## src/rtl/axis_pattern_gen.sv

```systemverilog
// AXI4-Stream test-pattern source: configurable width, byte-exact packet length,
// packet count, inter-packet gap and four data pattern modes.
module axis_pattern_gen #(
    parameter int DATA_W = 32,
    parameter int LEN_W  = 16,
    parameter int CNT_W  = 32
) (
    input  logic                clk,
    input  logic                aresetn,
    input  logic                start,
    input  logic                stop,
    input  logic [1:0]          mode,
    input  logic [LEN_W-1:0]    pkt_bytes,
    input  logic [CNT_W-1:0]    pkt_count,
    input  logic [CNT_W-1:0]    gap_cycles,
    input  logic [31:0]         seed,
    output logic [DATA_W-1:0]   tdata,
    output logic [DATA_W/8-1:0] tkeep,
    output logic                tlast,
    output logic                tvalid,
    input  logic                tready,
    output logic                busy,
    output logic                done,
    output logic                cfg_err,
    output logic [CNT_W-1:0]    pkts_sent
);

    localparam int BYTES = DATA_W / 8;
    localparam int LANES = DATA_W / 32;
    localparam int BLOG  = $clog2(BYTES);
    localparam int WLOG  = $clog2(DATA_W);

    typedef enum logic [1:0] {IDLE, SEND, GAP, DONE} state_t;

    state_t             state, state_nxt;
    logic [1:0]         cfg_mode;
    logic [LEN_W-1:0]   cfg_bytes;
    logic [CNT_W-1:0]   cfg_count;
    logic [CNT_W-1:0]   cfg_gap;
    logic [31:0]        cfg_seed;
    logic [31:0]        ctr;
    logic [31:0]        lfsr;
    logic [DATA_W-1:0]  walk;
    logic [LEN_W-1:0]   beat_cnt;
    logic [LEN_W-1:0]   last_beat;
    logic [CNT_W-1:0]   gap_cnt;
    logic [CNT_W-1:0]   pkts_nxt;
    logic [BLOG-1:0]    rem;
    logic               stop_seen;
    logic               stop_now;
    logic               is_last;
    logic               xfer;
    logic               pkt_end;
    logic               accept;
    logic               reject;

    assign last_beat = LEN_W'((cfg_bytes - LEN_W'(1)) >> BLOG);
    assign rem       = cfg_bytes[BLOG-1:0];
    assign is_last   = (beat_cnt == last_beat);
    assign xfer      = (state == SEND) && tready;
    assign pkt_end   = xfer && is_last;
    assign accept    = (state == IDLE) && start && (pkt_bytes != '0);
    assign reject    = (state == IDLE) && start && (pkt_bytes == '0);
    assign stop_now  = stop_seen || stop;
    assign pkts_nxt  = pkts_sent + CNT_W'(1);

    always_ff @(posedge clk or negedge aresetn) begin
        if (!aresetn) state <= IDLE;
        else          state <= state_nxt;
    end

    always_comb begin
        state_nxt = state;
        case (state)
            IDLE: if (accept) state_nxt = SEND;
            SEND: begin
                if (pkt_end) begin
                    if (stop_now || ((cfg_count != '0) && (pkts_nxt == cfg_count)))
                        state_nxt = DONE;
                    else if (cfg_gap != '0)
                        state_nxt = GAP;
                    else
                        state_nxt = SEND;
                end
            end
            GAP: begin
                if (stop_now)            state_nxt = DONE;
                else if (gap_cnt == '0)  state_nxt = SEND;
            end
            DONE:    state_nxt = IDLE;
            default: state_nxt = IDLE;
        endcase
    end

    always_ff @(posedge clk or negedge aresetn) begin
        if (!aresetn) begin
            cfg_mode  <= '0;
            cfg_bytes <= '0;
            cfg_count <= '0;
            cfg_gap   <= '0;
            cfg_seed  <= '0;
            ctr       <= '0;
            lfsr      <= '0;
            walk      <= '0;
            beat_cnt  <= '0;
            gap_cnt   <= '0;
            pkts_sent <= '0;
            stop_seen <= 1'b0;
            cfg_err   <= 1'b0;
        end else begin
            cfg_err <= reject;
            if (accept) begin
                cfg_mode  <= mode;
                cfg_bytes <= pkt_bytes;
                cfg_count <= pkt_count;
                cfg_gap   <= gap_cycles;
                cfg_seed  <= seed;
                ctr       <= seed;
                lfsr      <= (seed == '0) ? 32'd1 : seed;
                walk      <= DATA_W'(1) << seed[WLOG-1:0];
                beat_cnt  <= '0;
                pkts_sent <= '0;
                stop_seen <= 1'b0;
            end else if (stop && (state != IDLE)) begin
                stop_seen <= 1'b1;
            end
            // All pattern generators step together; the mode only selects the output.
            if (xfer) begin
                ctr      <= ctr + 32'(LANES);
                lfsr     <= {1'b0, lfsr[31:1]} ^ (lfsr[0] ? 32'h8020_0003 : 32'h0);
                walk     <= {walk[DATA_W-2:0], walk[DATA_W-1]};
                beat_cnt <= is_last ? '0 : beat_cnt + LEN_W'(1);
                if (is_last) begin
                    pkts_sent <= pkts_nxt;
                    gap_cnt   <= cfg_gap - CNT_W'(1);
                end
            end
            if ((state == GAP) && (gap_cnt != '0))
                gap_cnt <= gap_cnt - CNT_W'(1);
        end
    end

    always_comb begin
        tvalid = (state == SEND);
        busy   = (state != IDLE);
        done   = (state == DONE);
        tlast  = tvalid && is_last;
        tkeep  = '0;
        tdata  = '0;
        if (tvalid) begin
            for (int unsigned b = 0; b < BYTES; b++)
                tkeep[b] = !(is_last && (rem != '0)) || (BLOG'(b) < rem);
            case (cfg_mode)
                2'd0: for (int unsigned i = 0; i < LANES; i++) tdata[32*i +: 32] = ctr + 32'(i);
                2'd1: for (int unsigned i = 0; i < LANES; i++) tdata[32*i +: 32] = lfsr ^ 32'(i);
                2'd2: for (int unsigned i = 0; i < LANES; i++) tdata[32*i +: 32] = cfg_seed;
                default: tdata = walk;
            endcase
        end
    end

endmodule

```

## config.mk

```make
export PLATFORM = sky130hd
export DESIGN_NAME = axis_pattern_gen
export DESIGN_NICKNAME = d
export VERILOG_FILES = /design/src/rtl/axis_pattern_gen.sv
export SDC_FILE = /design/constraint.sdc
export NUM_CORES = 1
export LEC_CHECK = 0
export ABC_CLOCK_PERIOD_IN_PS = 3750
export CAP_MARGIN = 20
export CORE_MARGIN = 10
export CORE_UTILIZATION = 35
export CTS_BUF_LIST = sky130_fd_sc_hd__clkbuf_8
export DETAILED_ROUTE_END_ITERATION = 8
export GPL_TIMING_DRIVEN = 0
export PLACE_DENSITY_LB_ADDON = 0.3
export SYNTH_ARGS = -nofsm -noshare
export SYNTH_HDL_FRONTEND = slang
export SYNTH_SLANG_ARGS = --single-unit
```

## constraint.sdc

```tcl
create_clock -name clk -period 3.75 [get_ports clk]
set_input_delay 0.75 -clock clk [delete_from_list [all_inputs] [get_ports clk]]
set_output_delay 0.75 -clock clk [all_outputs]
set_load 0.005 [all_outputs]
```

==> flow_metrics.tcl <==
set metrics [dict create \
    die_height_um 241.0 \
    path_delay_family "simple AND/OR/NAND/NOR gates" \
    route.detailed.drc 0 \
    synth_top_area_cell "sky130_fd_sc_hd__dfrtp_1" \
    grt_start_max_net_pins 122 \
    fmaxAchievable_mhz 231.5 \
    final-setup-viol-count 41 \
    period_share 1.152 \
    hold_class "input pin to async pin" \
    antenna_left 0 \
    rsz0062_at_grt "true" \
    worst_skew_pair_later_pin_latency_ns 0.68 \
    synth_cell_types 80 \
    cts.root.buffer_cell "sky130_fd_sc_hd__clkbuf_8" \
    timing.critical_path.required_ns 3.00 \
    ys.flop_type "sky130_fd_sc_hd__dfrtp_1" \
    final.setup.tns_ns -6.240 \
    synthToLayoutAreaGrowth_pct 24.64 \
    number_of_buffers_added_by_the_clock_tree_synthesis_step 52 \
    die_ar_um2 58060 \
    worst_clock_skew_ns 0.04516 \
    period_minus_slack_ns 4.320 \
    totalPowerFinal_uw 14850 \
    dp.cells 2806 \
    timing.rr.start "state[1]$_DFFE_PN0P_" \
    sequential_share_of_the_synthesized_area 0.4306 \
    number_of_cell_rows 80 \
    crit_fanout 4 \
    cts.htree.levels 2 \
    synthesis.area_per_instance_um2 8.556 \
    fp.coreArea_um2 48050 \
    timing_max_transition_violations_final 0 \
    dp.final_hpwl_um 45910 \
    final_critical_path_setup_slack_ns -0.5703 \
    routabilityCongestion 0.9213 \
    initial_drt_markers 1611 \
    num-fill-cells 4730 \
    track_usage 0.2117 \
    multi_input_comb_area_um2 9359 \
    worst_slew_pin_slew_ns 1.033 \
    critPathCaptureType "output pin" \
    detailedRoute.firstPassIterationCount 5 \
    tritoncts "done" \
    worst_setup_hold_path_clk_slew_ns 0.06 \
    synthDominantCellAreaShare 0.4306 \
    ordered_cell_list_for_the_critical_path "or4_4 > o21a_1 > or4b_4 > a2111oi_4 > nand3_2 > a21oi_2 > clkbuf_8 > a21oi_4 > a21o_1 > buf_2" \
    grt_pass1_wl_um 96740 \
    worst_ep_arrival_time_ns 3.57 \
    finalNonFillerCells 2913 \
    maxCapViolations 0 \
    port_buffers 191 \
    clock_path_buffers 3 \
    synth_warnings 0 \
    fp.dieW_um 241.0 \
    vdd_drop_max_v 0.0002819 \
    slowest_delay_ns 0.53 \
    route.final.wire_length_um 62860 \
    worstSetupPathType "register to output pin" \
    number_of_ports_placed_on_the_die_boundary 192 \
    syn_nets 2120 \
    count_of_flip_flops_with_a_built_in_enable_after_synthesis 0 \
    p_per_area_nw_per_um2 697.5 \
    layout.area.seq_um2 7360 \
    effective_utilization_at_floorplan 0.3556 \
    critical_path.startpoint "cfg_bytes[1]$_DFFE_PN0P_" \
    number_of_antenna_violations_at_the_first_check_in_global_routing 3 \
    vias_per_cell 5.814 \
    wl_per_cell_um 21.58 \
    nets 2386 \
    final_layout_size_suffix_gt1_frac 0.09404 \
    dr_total_vias 16935 \
    globalRoute.totalOverflow 0 \
    async_reset_ff_frac 1.000 \
    critPathLaunchType "register" \
    first_global_vias 16390 \
    clkSinkCount 294 \
    violated_checks "setup timing" \
    timing.max_slew.rel_slack 0.3114 \
    syn-instance-count 1997 \
    hold_violation_count_in_the_final_report 0 \
    cp_slowest_cell "sky130_fd_sc_hd__or4_4" \
    ys_top_cells_by_area "sky130_fd_sc_hd__dfrtp_1, sky130_fd_sc_hd__nand2_1, sky130_fd_sc_hd__mux4_2" \
    synth-seq-cells 294 \
    status "finished with violations" \
    path_buf_inv 2 \
    synthesis.area_um2 17090 \
    p_leak_uw 0.009315 \
]
-- cell usage in the layout (no fill, tap or decap), types with 26 or more instances in the layout --
cell type / instances
sky130_fd_sc_hd__clkbuf_8: 66
sky130_fd_sc_hd__nand4_1: 30
sky130_fd_sc_hd__dfrtp_1: 292
sky130_fd_sc_hd__or3_1: 32
sky130_fd_sc_hd__nand3_1: 69
sky130_fd_sc_hd__and2_1: 49
sky130_fd_sc_hd__inv_1: 37
sky130_fd_sc_hd__buf_4: 26
sky130_fd_sc_hd__nor2_1: 101
sky130_fd_sc_hd__xnor2_1: 28
sky130_fd_sc_hd__clkbuf_1: 84
sky130_fd_sc_hd__mux4_2: 32
sky130_fd_sc_hd__xor2_1: 29
sky130_fd_sc_hd__nor4_1: 35
sky130_fd_sc_hd__a21oi_1: 76
sky130_fd_sc_hd__clkdlybuf4s50_1: 186
sky130_fd_sc_hd__a22oi_1: 37
sky130_fd_sc_hd__o21ai_0: 127
sky130_fd_sc_hd__nand2_1: 518
sky130_fd_sc_hd__nor3_1: 53
-- routing by layer --
metal | share of wire | GRT usage | routed length [um]
met1 | 0.43 | 0.2872 | 27110
met2 | 0.45 | 0.3261 | 28070
met3 | 0.090 | 0.04825 | 5659
met4 | 0.032 | 0.07392 | 2007
met5 | 0.00021 | 0 | 13
-- timing repair --
| action | in CTS | in global routing |
|---|---|---|
| gates resized for setup | 67 | 19 |
| setup endpoints to repair | 101 | 85 |
| hold buffers | 0 | 0 |
| buffers inserted | 15 | 7 |
| pin swaps | 12 | 10 |
-- state kept, by name, indices dropped and copies added (netlist names) --
name	flops
cfg_count	32
cfg_gap	32
cfg_seed	32
ctr	32
gap_cnt	32
lfsr	32
pkts_sent	32
walk	32
beat_cnt	16
cfg_bytes	16
cfg_mode	2
state	2
cfg_err	1
stop_seen	1
-- Yosys cell counts (all sizes together) (5+ instances only) --
master	count
nand3	71
and4	7
nand2b	19
a21oi	79
nand4	30
o31ai	25
a311oi	12
o22ai	8
buf	30
o211a	11
and2	52
mux4	32
a22oi	37
clkbuf	94
inv	18
nor2b	12
a31oi	14
o21ai	139
xor2	29
nor4	46
nand3b	10
nand2	519
a211o	6
o211ai	15
nor3b	6
mux2	5
or4	11
a21o	15
o311ai	13
a211oi	19
mux2i	17
nor2	102
or3	32
xnor2	28
and3	23
nor3	56
dfrtp	294
-- kinds of logic after synthesis --
family	Yosys count	share of synthesized area
AO/OA/AOI/OAI	437	0.1703
XOR/XNOR	57	0.02922
adder cells (fa/ha/maj)	4	0.002929
buffers and inverters	142	0.03508
flip-flops	294	0.4306
multiplexers	54	0.05543
AND/OR/NAND/NOR	1009	0.2765
-- through the flow --
step	area [um^2]	setup WS [ns]	hold slack (ns)	utilization
global route	21300	-0.7011	0.1599	0.4433
floorplan	17100	0.03391	0.4405	-
global placement	19780	-11.24	0.4532	0.4117
detailed placement	19850	-1.223	0.4596	0.4132
CTS	21210	-0.7520	0.1383	0.4415
finish	21300	-0.5703	0.09389	0.4433
-- path summary, 6_finish.rpt --
kind	endpoint	slack [ns]	cells after the start
max	tkeep[1]	-0.57	10
min	cfg_bytes[2]$_DFFE_PN0P_	0.09	1
max reg2reg	gap_cnt[28]$_DFFE_PN0P_	-0.23	13
min reg2reg	cfg_seed[23]$_DFFE_PN0P_	0.47	2
max in group asynchronous	lfsr[15]$_DFFE_PN0P_	2.51	2
min in group clk	cfg_seed[23]$_DFFE_PN0P_	0.47	2
-- final cells by class --
| class | count | area share |
|---|---|---|
| diodes | 1 | 0.0001175 |
| plain buffers | 120 | 0.02573 |
| clock buffers | 65 | 0.04201 |
| clock inverters | 23 | 0.006521 |
| inverters | 18 | 0.003173 |
| multi-input cells | 1561 | 0.4395 |
| flip-flops and latches | 294 | 0.3456 |
| well taps | 615 | 0.03613 |
| repair buffers | 216 | 0.1013 |
-- power breakdown --
group	total, uW	internal (uW)	switching, uW	leakage [uW]
Clock	3050	1620	1430	0.000601
Combinational	6580	2920	3660	0.00481
Sequential	5220	4070	1150	0.00390
Total	14900	8620	6240	0.00931
Power figures use the tool's default switching activity.
